<file path="config.mk">
export PLATFORM = sky130hd
export DESIGN_NAME = hdr_tone_map
export DESIGN_NICKNAME = d
export VERILOG_FILES = /design/src/rtl/hdr_tone_map.sv
export SDC_FILE = /design/constraint.sdc
export NUM_CORES = 1
export LEC_CHECK = 0
export BUFFER_PORTS_ARGS = -buffer_cell sky130_fd_sc_hd__buf_2
export CORE_UTILIZATION = 42
export CTS_BUF_LIST = sky130_fd_sc_hd__clkbuf_4
export CTS_CLUSTER_DIAMETER = 150
export DETAILED_ROUTE_END_ITERATION = 12
export MAX_ROUTING_LAYER = met4
export PLACE_DENSITY = 0.68
export SLEW_MARGIN = 20
export SYNTH_ARGS = -nofsm -noshare
export SYNTH_HDL_FRONTEND = slang
export SYNTH_SLANG_ARGS = --single-unit
</file>
<file path="constraint.sdc">
create_clock -name clk -period 7.69 [get_ports clk]
set_clock_uncertainty 0.15 [all_clocks]
set_input_delay 1.538 -clock clk [delete_from_list [all_inputs] [get_ports clk]]
set_output_delay 1.538 -clock clk [all_outputs]
set_load 0.05 [all_outputs]
</file>
<file path="src/rtl/hdr_tone_map.sv">
// HDR tone mapper: per-frame peak tracking, serial reciprocal-gain divider, 2-stage scale/saturate path.
// Optional HDR_TM_STATS_EN exposes frame_max_o and gain_o for debug/statistics.
module hdr_tone_map #(
    parameter int IN_WIDTH   = 12,
    parameter int OUT_WIDTH  = 8,
    parameter int GAIN_WIDTH = 20,
    parameter int GAIN_FRAC  = 12
) (
    input  logic                  clk,
    input  logic                  rst,
    input  logic [IN_WIDTH-1:0]   data_i,
    input  logic                  valid_i,
    input  logic                  sof_i,
    output logic [OUT_WIDTH-1:0]  data_o,
    output logic                  valid_o,
    output logic                  sof_o,
    output logic                  busy_o
`ifdef HDR_TM_STATS_EN
    ,
    output logic [IN_WIDTH-1:0]   frame_max_o,
    output logic [GAIN_WIDTH-1:0] gain_o
`endif
);

    localparam int PROD_W = IN_WIDTH + GAIN_WIDTH;
    localparam int CNT_W  = $clog2(GAIN_WIDTH);

    localparam logic [GAIN_WIDTH-1:0] NUMER      = GAIN_WIDTH'(((2 ** OUT_WIDTH) - 1) * (2 ** GAIN_FRAC));
    localparam logic [GAIN_WIDTH-1:0] GAIN_RESET = GAIN_WIDTH'((2 ** GAIN_FRAC) >> (IN_WIDTH - OUT_WIDTH));
    localparam logic [OUT_WIDTH-1:0]  OUT_MAX    = {OUT_WIDTH{1'b1}};
    localparam logic [CNT_W-1:0]      CNT_LAST   = CNT_W'(GAIN_WIDTH - 1);

    localparam logic [0:0] ST_IDLE = 1'b0;
    localparam logic [0:0] ST_DIV  = 1'b1;

    logic [0:0]            r_state;
    logic [CNT_W-1:0]      r_cnt;
    logic [IN_WIDTH-1:0]   r_rem;
    logic [GAIN_WIDTH-1:0] r_quo;
    logic [IN_WIDTH-1:0]   r_den;
    logic [IN_WIDTH-1:0]   r_frame_max;
    logic [GAIN_WIDTH-1:0] r_gain_pending;
    logic [GAIN_WIDTH-1:0] r_gain_active;
    logic                  r_pending_valid;

    logic [PROD_W-1:0]     r_prod;
    logic                  r_valid_s1;
    logic                  r_sof_s1;
    logic [OUT_WIDTH-1:0]  r_data_o;
    logic                  r_valid_o;
    logic                  r_sof_o;

    logic                  w_sof;
    logic                  w_load_gain;
    logic [GAIN_WIDTH-1:0] w_gain_use;
    logic [IN_WIDTH-1:0]   w_new_den;
    logic [IN_WIDTH:0]     w_trial;
    logic                  w_q_bit;
    logic [IN_WIDTH-1:0]   w_rem_next;
    logic [GAIN_WIDTH-1:0] w_quo_next;
    logic                  w_div_last;
    logic [PROD_W-1:0]     w_scaled;
    logic                  w_sat;

    assign w_sof       = valid_i & sof_i;
    assign w_load_gain = w_sof & r_pending_valid;
    // The sof pixel itself must already see the newly promoted gain.
    assign w_gain_use  = w_load_gain ? r_gain_pending : r_gain_active;
    assign w_new_den   = (r_frame_max == '0) ? IN_WIDTH'(1) : r_frame_max;

    // NOTE: remainder stays below the divisor, so only the trial value needs the extra bit.
    assign w_trial    = {r_rem, r_quo[GAIN_WIDTH-1]};
    assign w_q_bit    = (w_trial >= {1'b0, r_den});
    assign w_rem_next = w_q_bit ? (w_trial[IN_WIDTH-1:0] - r_den) : w_trial[IN_WIDTH-1:0];
    assign w_quo_next = {r_quo[GAIN_WIDTH-2:0], w_q_bit};
    assign w_div_last = (r_state == ST_DIV) && (r_cnt == CNT_LAST);

    always_ff @(posedge clk) begin
        if (rst) begin
            r_state         <= ST_IDLE;
            r_cnt           <= '0;
            r_rem           <= '0;
            r_quo           <= '0;
            r_den           <= '0;
            r_frame_max     <= '0;
            r_gain_pending  <= GAIN_RESET;
            r_gain_active   <= GAIN_RESET;
            r_pending_valid <= 1'b0;
        end else begin
            if (valid_i) begin
                if (sof_i || (data_i > r_frame_max)) begin
                    r_frame_max <= data_i;
                end
            end

            // A new frame always restarts the divider, discarding any division in flight.
            if (w_sof) begin
                r_state <= ST_DIV;
                r_cnt   <= '0;
                r_rem   <= '0;
                r_quo   <= NUMER;
                r_den   <= w_new_den;
            end else if (r_state == ST_DIV) begin
                r_rem <= w_rem_next;
                r_quo <= w_quo_next;
                r_cnt <= r_cnt + CNT_W'(1);
                if (w_div_last) begin
                    r_state         <= ST_IDLE;
                    r_gain_pending  <= w_quo_next;
                    r_pending_valid <= 1'b1;
                end
            end

            if (w_load_gain) begin
                r_gain_active   <= r_gain_pending;
                r_pending_valid <= 1'b0;
            end
        end
    end

    assign w_scaled = r_prod >> GAIN_FRAC;
    assign w_sat    = |w_scaled[PROD_W-1:OUT_WIDTH];

    always_ff @(posedge clk) begin
        if (rst) begin
            r_prod     <= '0;
            r_valid_s1 <= 1'b0;
            r_sof_s1   <= 1'b0;
            r_data_o   <= '0;
            r_valid_o  <= 1'b0;
            r_sof_o    <= 1'b0;
        end else begin
            r_prod     <= PROD_W'(data_i) * PROD_W'(w_gain_use);
            r_valid_s1 <= valid_i;
            r_sof_s1   <= sof_i;
            r_data_o   <= w_sat ? OUT_MAX : w_scaled[OUT_WIDTH-1:0];
            r_valid_o  <= r_valid_s1;
            r_sof_o    <= r_sof_s1;
        end
    end

    assign data_o  = r_data_o;
    assign valid_o = r_valid_o;
    assign sof_o   = r_sof_o;
    assign busy_o  = (r_state == ST_DIV);

`ifdef HDR_TM_STATS_EN
    logic [IN_WIDTH-1:0] r_last_max;

    always_ff @(posedge clk) begin
        if (rst) begin
            r_last_max <= '0;
        end else if (w_sof) begin
            r_last_max <= r_frame_max;
        end
    end

    assign frame_max_o = r_last_max;
    assign gain_o      = r_gain_active;
`endif

endmodule

</file>
==> results.json, run 1 <==
{
  "status": "completed",
  "synth_top_family_by_area": "adder cells",
  "cp-end-kind": "flop",
  "clock_path_buffers": 2,
  "crit_fanout": 20,
  "max_stage_delay_ns": 0.56,
  "ys_warn_count": 0,
  "routed_wl_um": 27400,
  "wire_per_inst_um": 14.6,
  "crit_chain": "buf_2, nand3_2, buf_12, mux2_2, buf_4, and2_1, fa_1, fa_1, fa_1, fa_1, inv_1, fa_1, inv_1, ha_1, a21oi_1, o211ai_1, a31oi_1, o21ai_0, a311o_1, a21bo_1, a41o_1, and2_1, nor3_2",
  "nFillCells": 2867,
  "switching_share": 0.330,
  "postCtsHoldBufs": 0,
  "setup_viol": 0,
  "synth.mux.area_fraction": 0.0489,
  "pwr-share-seq": 0.512,
  "power_switching_uw": 473,
  "synth_top_cell_area_share": 0.280,
  "num_rows": 63,
  "place_congestion": 0.856,
  "maxSlewHeadroom": 0.395,
  "clk_pin_slew_worst_paths_ns": 0.12,
  "pre_cts_ws_ns": 0.0876,
  "hold_viol_final": 0,
  "worstHoldPathType": "flop to flop",
  "synth-simple-area-share": 0.173,
  "synth-compound-area-share": 0.0788,
  "first_pass_iters": 5,
  "layout_commonest_cell": "inv_1",
  "die_area_sq_um": 31300,
  "peakVddDrop_mv": 0.100,
  "yosysTopAreaCell": "fa_1",
  "antenna_found_initial": 1,
  "cts_setup_buffers": 0,
  "p_clk_frac": 0.300,
  "cts_tree": "done",
  "reg2reg_depth": 22,
  "synth_flop_cell": "dfxtp_1",
  "cts_max_level": 4,
  "synth_fa_ha_area_frac": 0.369,
  "critical_path_buf_inv_count": 5,
  "fin_ws_ns": 0.560,
  "p_leak_nw": 6.50,
  "grt_max_degree": 87,
  "timing.fmax_ghz": 0.140,
  "synth_sequential_area_ratio": 0.210,
  "grt.total_usage": 0.199,
  "cp.arrival_ns": 7.46,
  "first_global_vias": 9907,
  "coreArea_sq_um": 29900,
  "clk-insertion-delay-late_ns": 0.58,
  "dp_hpwl_um": 21300,
  "ctsRootBufferMaster": "clkbuf_4",
  "slowest_stage": "fa_1",
  "synth_nets": 1768,
  "syn-mean-instance-area_sq_um": 8.68,
  "final_cell_mix": "266 x inv_1, 250 x nand2_1, 180 x fa_1, 134 x dfxtp_1, 92 x and2_1",
  "finalSetupTns_ns": 0,
  "cp-start-kind": "input pin",
  "synthArstFlopShare": 0,
  "nNetsFinal": 1765,
  "finalCriticalPeriod_ns": 7.13,
  "cts_resized": 0,
  "drc": 0,
  "die_w_um": 177,
  "cp_num_cells": 23,
  "combPwrFrac": 0.188,
  "drtIter0Drc": 502,
  "numCtsBuffers": 17,
  "grt_pass1_wl_um": 48500,
  "ios": 27,
  "vias": 9440,
  "tightestPinTransition_ns": 0.907,
  "ant_nets": 0,
  "syn2layout_area_growth_pct": 6.16,
  "synth_edf_count": 0,
  "required_ns": 8.02,
  "synth.area.top_cells": "fa_1 28%, dfxtp_1 21%, ha_1 8.9%",
  "cts_sinks": 135,
  "initial_utilization": 0.430,
  "p_int_uw": 958,
  "holdPathStages": 2,
  "yosysUniqueCellTypes": 63,
  "synthXorXnorAreaFrac": 0.0191,
  "io_buffers": 26,
  "netlist_area_sq_um": 12900,
  "overflow": 0,
  "cap_violations": 0,
  "rsz0062_at_grt": "no",
  "final.period_utilization": 0.927,
  "crit_type": "input pin to flop",
  "die_h_um": 177,
  "crit_top_cell": "fa_1",
  "drive_gt1_frac": 0.0791,
  "ys_ff_latch": 135,
  "powerDensity_nw_per_um2": 105,
  "slew_viol_final": 0,
  "crit_family": "adder cells",
  "vias_per_cell": 5.02,
  "synth_cells": 1481
}
path summary, 6_finish.rpt:
kind	from	to	slack [ns]
hold reg to reg	r_prod[19]	data_o[7]	0.30
setup / recovery	sof_i	r_prod[25]	0.56
hold / removal	r_prod[19]	data_o[7]	0.30
setup reg to reg	r_pending_valid	r_prod[25]	1.29
final cells by class:
| cell class | count | area (sq um) | share of cell area |
|---|---|---|---|
| clock inverters | 15 | 118 | 0.00862 |
| flip-flops and latches | 135 | 2700 | 0.198 |
| repair buffers | 55 | 360 | 0.0264 |
| inverters | 266 | 998 | 0.0731 |
| clock buffers | 17 | 128 | 0.00935 |
| multi-input cells | 1003 | 8850 | 0.648 |
| well taps | 390 | 488 | 0.0357 |
| diodes | 1 | 2.50 | 0.000183 |
per-stage QoR:
step	utilization	total power [mW]	std cells	hold WS (ns)	area, sq um
2_1_floorplan	-	0.953	1481	0.261	12900
3_3_place_gp	0.449	1.01	1849	0.268	13400
3_5_place_dp	0.449	1.02	1849	0.271	13400
4_1_cts	0.457	1.45	1881	0.304	13600
5_1_grt	0.457	1.51	1882	0.310	13700
6_report	0.457	1.43	1882	0.296	13700
power groups by stage:
stage,combinational [mW],clock (mW),sequential [mW]
5_1_grt,0.299,0.477,0.737
3_3_place_gp,0.264,0,0.748
4_1_cts,0.269,0.445,0.733
3_5_place_dp,0.267,0,0.749
2_1_floorplan,0.200,0,0.753
6_report,0.269,0.429,0.733
metal layers:
metal  GRT usage  up-vias  part of all wire
li1            -     4586                 -
met1       0.264     4679              0.47
met3      0.0286       24             0.033
met4      0.0532        0             0.018
met5           -        -                 0
met2       0.316      151              0.48
kinds of logic (layout without fill, tap and decap cells):
kind of cell,after synthesis,after routing
buffers and inverters,343,353
AO/OA/AOI/OAI,166,166
XOR/XNOR,28,28
flip-flops,135,135
multiplexers,60,60
AND/OR/NAND/NOR,478,478
other,0,1
adder cells (fa/ha/maj),271,271
Yosys cell counts, types with 4 or more instances:
master    count
dfxtp_1     135
nor2_1       64
clkbuf_1     70
nand2b_1      5
buf_1         4
inv_1       266
a31oi_1       9
mux2i_1      40
nor3_1        5
a21oi_1      84
fa_1        180
and2_1       92
xor2_1       10
mux2_2       19
ha_1         91
a211oi_1      4
nor2b_1      11
o21bai_1      4
nand4_1      12
nor4_1        6
nand2_1     250
a21o_1       10
xnor2_1      18
o21ai_0      30
and3_1        5
nand3_1      11
worst min-delay path, cell delays in order (launching register included):
cell     delay [ns]
dfxtp_1        0.32
inv_1          0.04
a21oi_1        0.05
state kept, by name, summed over array words and instances (netlist names), 5 cells and up:
name / flops
r_quo: 20
r_frame_max: 12
r_cnt: 5
r_den: 12
data_o: 8
r_prod: 20
r_rem: 12
r_gain_active: 20
r_gain_pending: 20
No activity file was read; power rests on OpenSTA's default activity.
==> inputs of run 2 (changes only) <==
MAX_ROUTING_LAYER = default   (was met4)
==> run 2 against run 1 <==
  * Hold slack better by 0.0019 ns
  * Critical path depth stayed put
  * Sequential share of layout area stayed put
  * Clock power hardly changed
  * Sequential power hardly changed
  * Via count hardly changed
  * Cell count stayed put
  * First-iteration DRC count is 3.2% lower
  * Largest cell class unchanged
  * Largest power group unchanged
==> results.json, run 2 (synthesis results as in run 1) <==
{
  "overflow": 0,
  "status": "completed",
  "worstHoldPathType": "flop to flop",
  "drive_gt1_frac": 0.0791,
  "cp.arrival_ns": 7.46,
  "cap_violations": 0,
  "num_rows": 63,
  "hold_viol_final": 0,
  "clk-insertion-delay-late_ns": 0.58,
  "setup_viol": 0,
  "crit_type": "input pin to flop",
  "slowest_stage": "fa_1",
  "first_global_vias": 9877,
  "final.period_utilization": 0.926,
  "coreArea_sq_um": 29900,
  "tightestPinTransition_ns": 0.897,
  "dp_hpwl_um": 21300,
  "postCtsHoldBufs": 0,
  "routed_wl_um": 27300,
  "cts_max_level": 4,
  "die_h_um": 177,
  "ant_nets": 0,
  "ctsRootBufferMaster": "clkbuf_4",
  "final_cell_mix": "266 x inv_1, 250 x nand2_1, 180 x fa_1, 134 x dfxtp_1, 92 x and2_1",
  "initial_utilization": 0.430,
  "crit_chain": "buf_2, nand3_2, buf_12, mux2_2, buf_4, and2_1, fa_1, fa_1, fa_1, fa_1, inv_1, fa_1, inv_1, ha_1, a21oi_1, o211ai_1, a31oi_1, o21ai_0, a311o_1, a21bo_1, a41o_1, and2_1, nor3_2",
  "clk_pin_slew_worst_paths_ns": 0.12,
  "die_w_um": 177,
  "grt_max_degree": 87,
  "cp-start-kind": "input pin",
  "total_power_mw": 1.43,
  "crit_top_cell": "fa_1",
  "nNetsFinal": 1765,
  "vias": 9447,
  "max_stage_delay_ns": 0.56,
  "place_congestion": 0.843,
  "peakVddDrop_mv": 0.100,
  "cts_setup_buffers": 0,
  "io_buffers": 26,
  "first_pass_iters": 5,
  "layout_commonest_cell": "inv_1",
  "grt.total_usage": 0.193,
  "vias_per_cell": 5.02,
  "rsz0062_at_grt": "no",
  "maxSlewHeadroom": 0.402,
  "crit_fanout": 20,
  "die_area_sq_um": 31300,
  "cts_sinks": 135,
  "drtIter0Drc": 486,
  "syn2layout_area_growth_pct": 6.16,
  "clock_path_buffers": 2,
  "required_ns": 8.03,
  "cts_resized": 0,
  "numCtsBuffers": 17,
  "ios": 27,
  "cp-end-kind": "flop",
  "timing.fmax_ghz": 0.140,
  "antenna_found_initial": 1,
  "slew_viol_final": 0,
  "finalSetupTns_ns": 0,
  "finalCriticalPeriod_ns": 7.12,
  "cts_tree": "done",
  "grt_pass1_wl_um": 48500,
  "wire_per_inst_um": 14.5,
  "powerDensity_nw_per_um2": 105,
  "p_leak_nw": 6.50,
  "drc": 0
}
[run 2: cell counts in the layout (fill, tap and decap cells not counted)]
Identical to the previous run, type by type.
[run 2: per-stage QoR]
| stage | cells | hold slack, ns | worst slack [ns] | cell area (sq um) | util |
|---|---|---|---|---|---|
| 6_report | 1882 | 0.298 | 0.568 | 13700 | 0.457 |
| 5_1_grt | 1882 | 0.310 | 0.312 | 13700 | 0.457 |
| 4_1_cts | 1881 | 0.304 | 0.677 | 13600 | 0.457 |
| 3_5_place_dp | 1849 | 0.271 | 0.0876 | 13400 | 0.449 |
| 3_3_place_gp | 1849 | 0.268 | 0.150 | 13400 | 0.449 |
| 2_1_floorplan | 1481 | 0.261 | 0.0561 | 12900 | - |
[run 2: area by class of cell]
cell class | instances | area [sq um]
antenna | 1 | 2.50
clock buffer | 17 | 128
clock inverter | 15 | 118
fill | 2867 | 16200
inverter | 266 | 998
multi-input combinational | 1003 | 8850
sequential | 135 | 2700
tap | 390 | 488
timing repair buffer | 55 | 360
[run 2: path summary, 6_finish.rpt]
| check | from | end | slack, ns | cells after the start |
|---|---|---|---|---|
| setup / recovery | sof_i | r_prod[25] | 0.57 | 23 |
| hold / removal | r_prod[18] | data_o[6] | 0.30 | 2 |
| setup reg to reg | r_pending_valid | r_prod[25] | 1.30 | 22 |
| hold reg to reg | r_prod[18] | data_o[6] | 0.30 | 2 |
[run 2: routing by layer]
layer  wire (um)  vias to the layer above  GRT usage
met2       13000                      164      0.316
met4         552                        0     0.0553
met3         965                       30     0.0266
li1            -                     4586          -
met1       12800                     4667      0.265
met5           0                        -          0
[run 2: worst max-delay path, delay by kind of cell]
kind | cells | cell delay [ns]
buffers and inverters | 5 | 0.59
adder cells (fa/ha/maj) | 6 | 2.73
AO/OA/AOI/OAI | 7 | 1.64
AND/OR/NAND/NOR | 4 | 0.59
multiplexers | 1 | 0.36
[run 2: power breakdown]
part | switching (mW) | internal, mW | total, mW
sequential | 0.0142 | 0.719 | 0.733
clock | 0.296 | 0.134 | 0.430
combinational | 0.164 | 0.105 | 0.269
total | 0.474 | 0.958 | 1.43
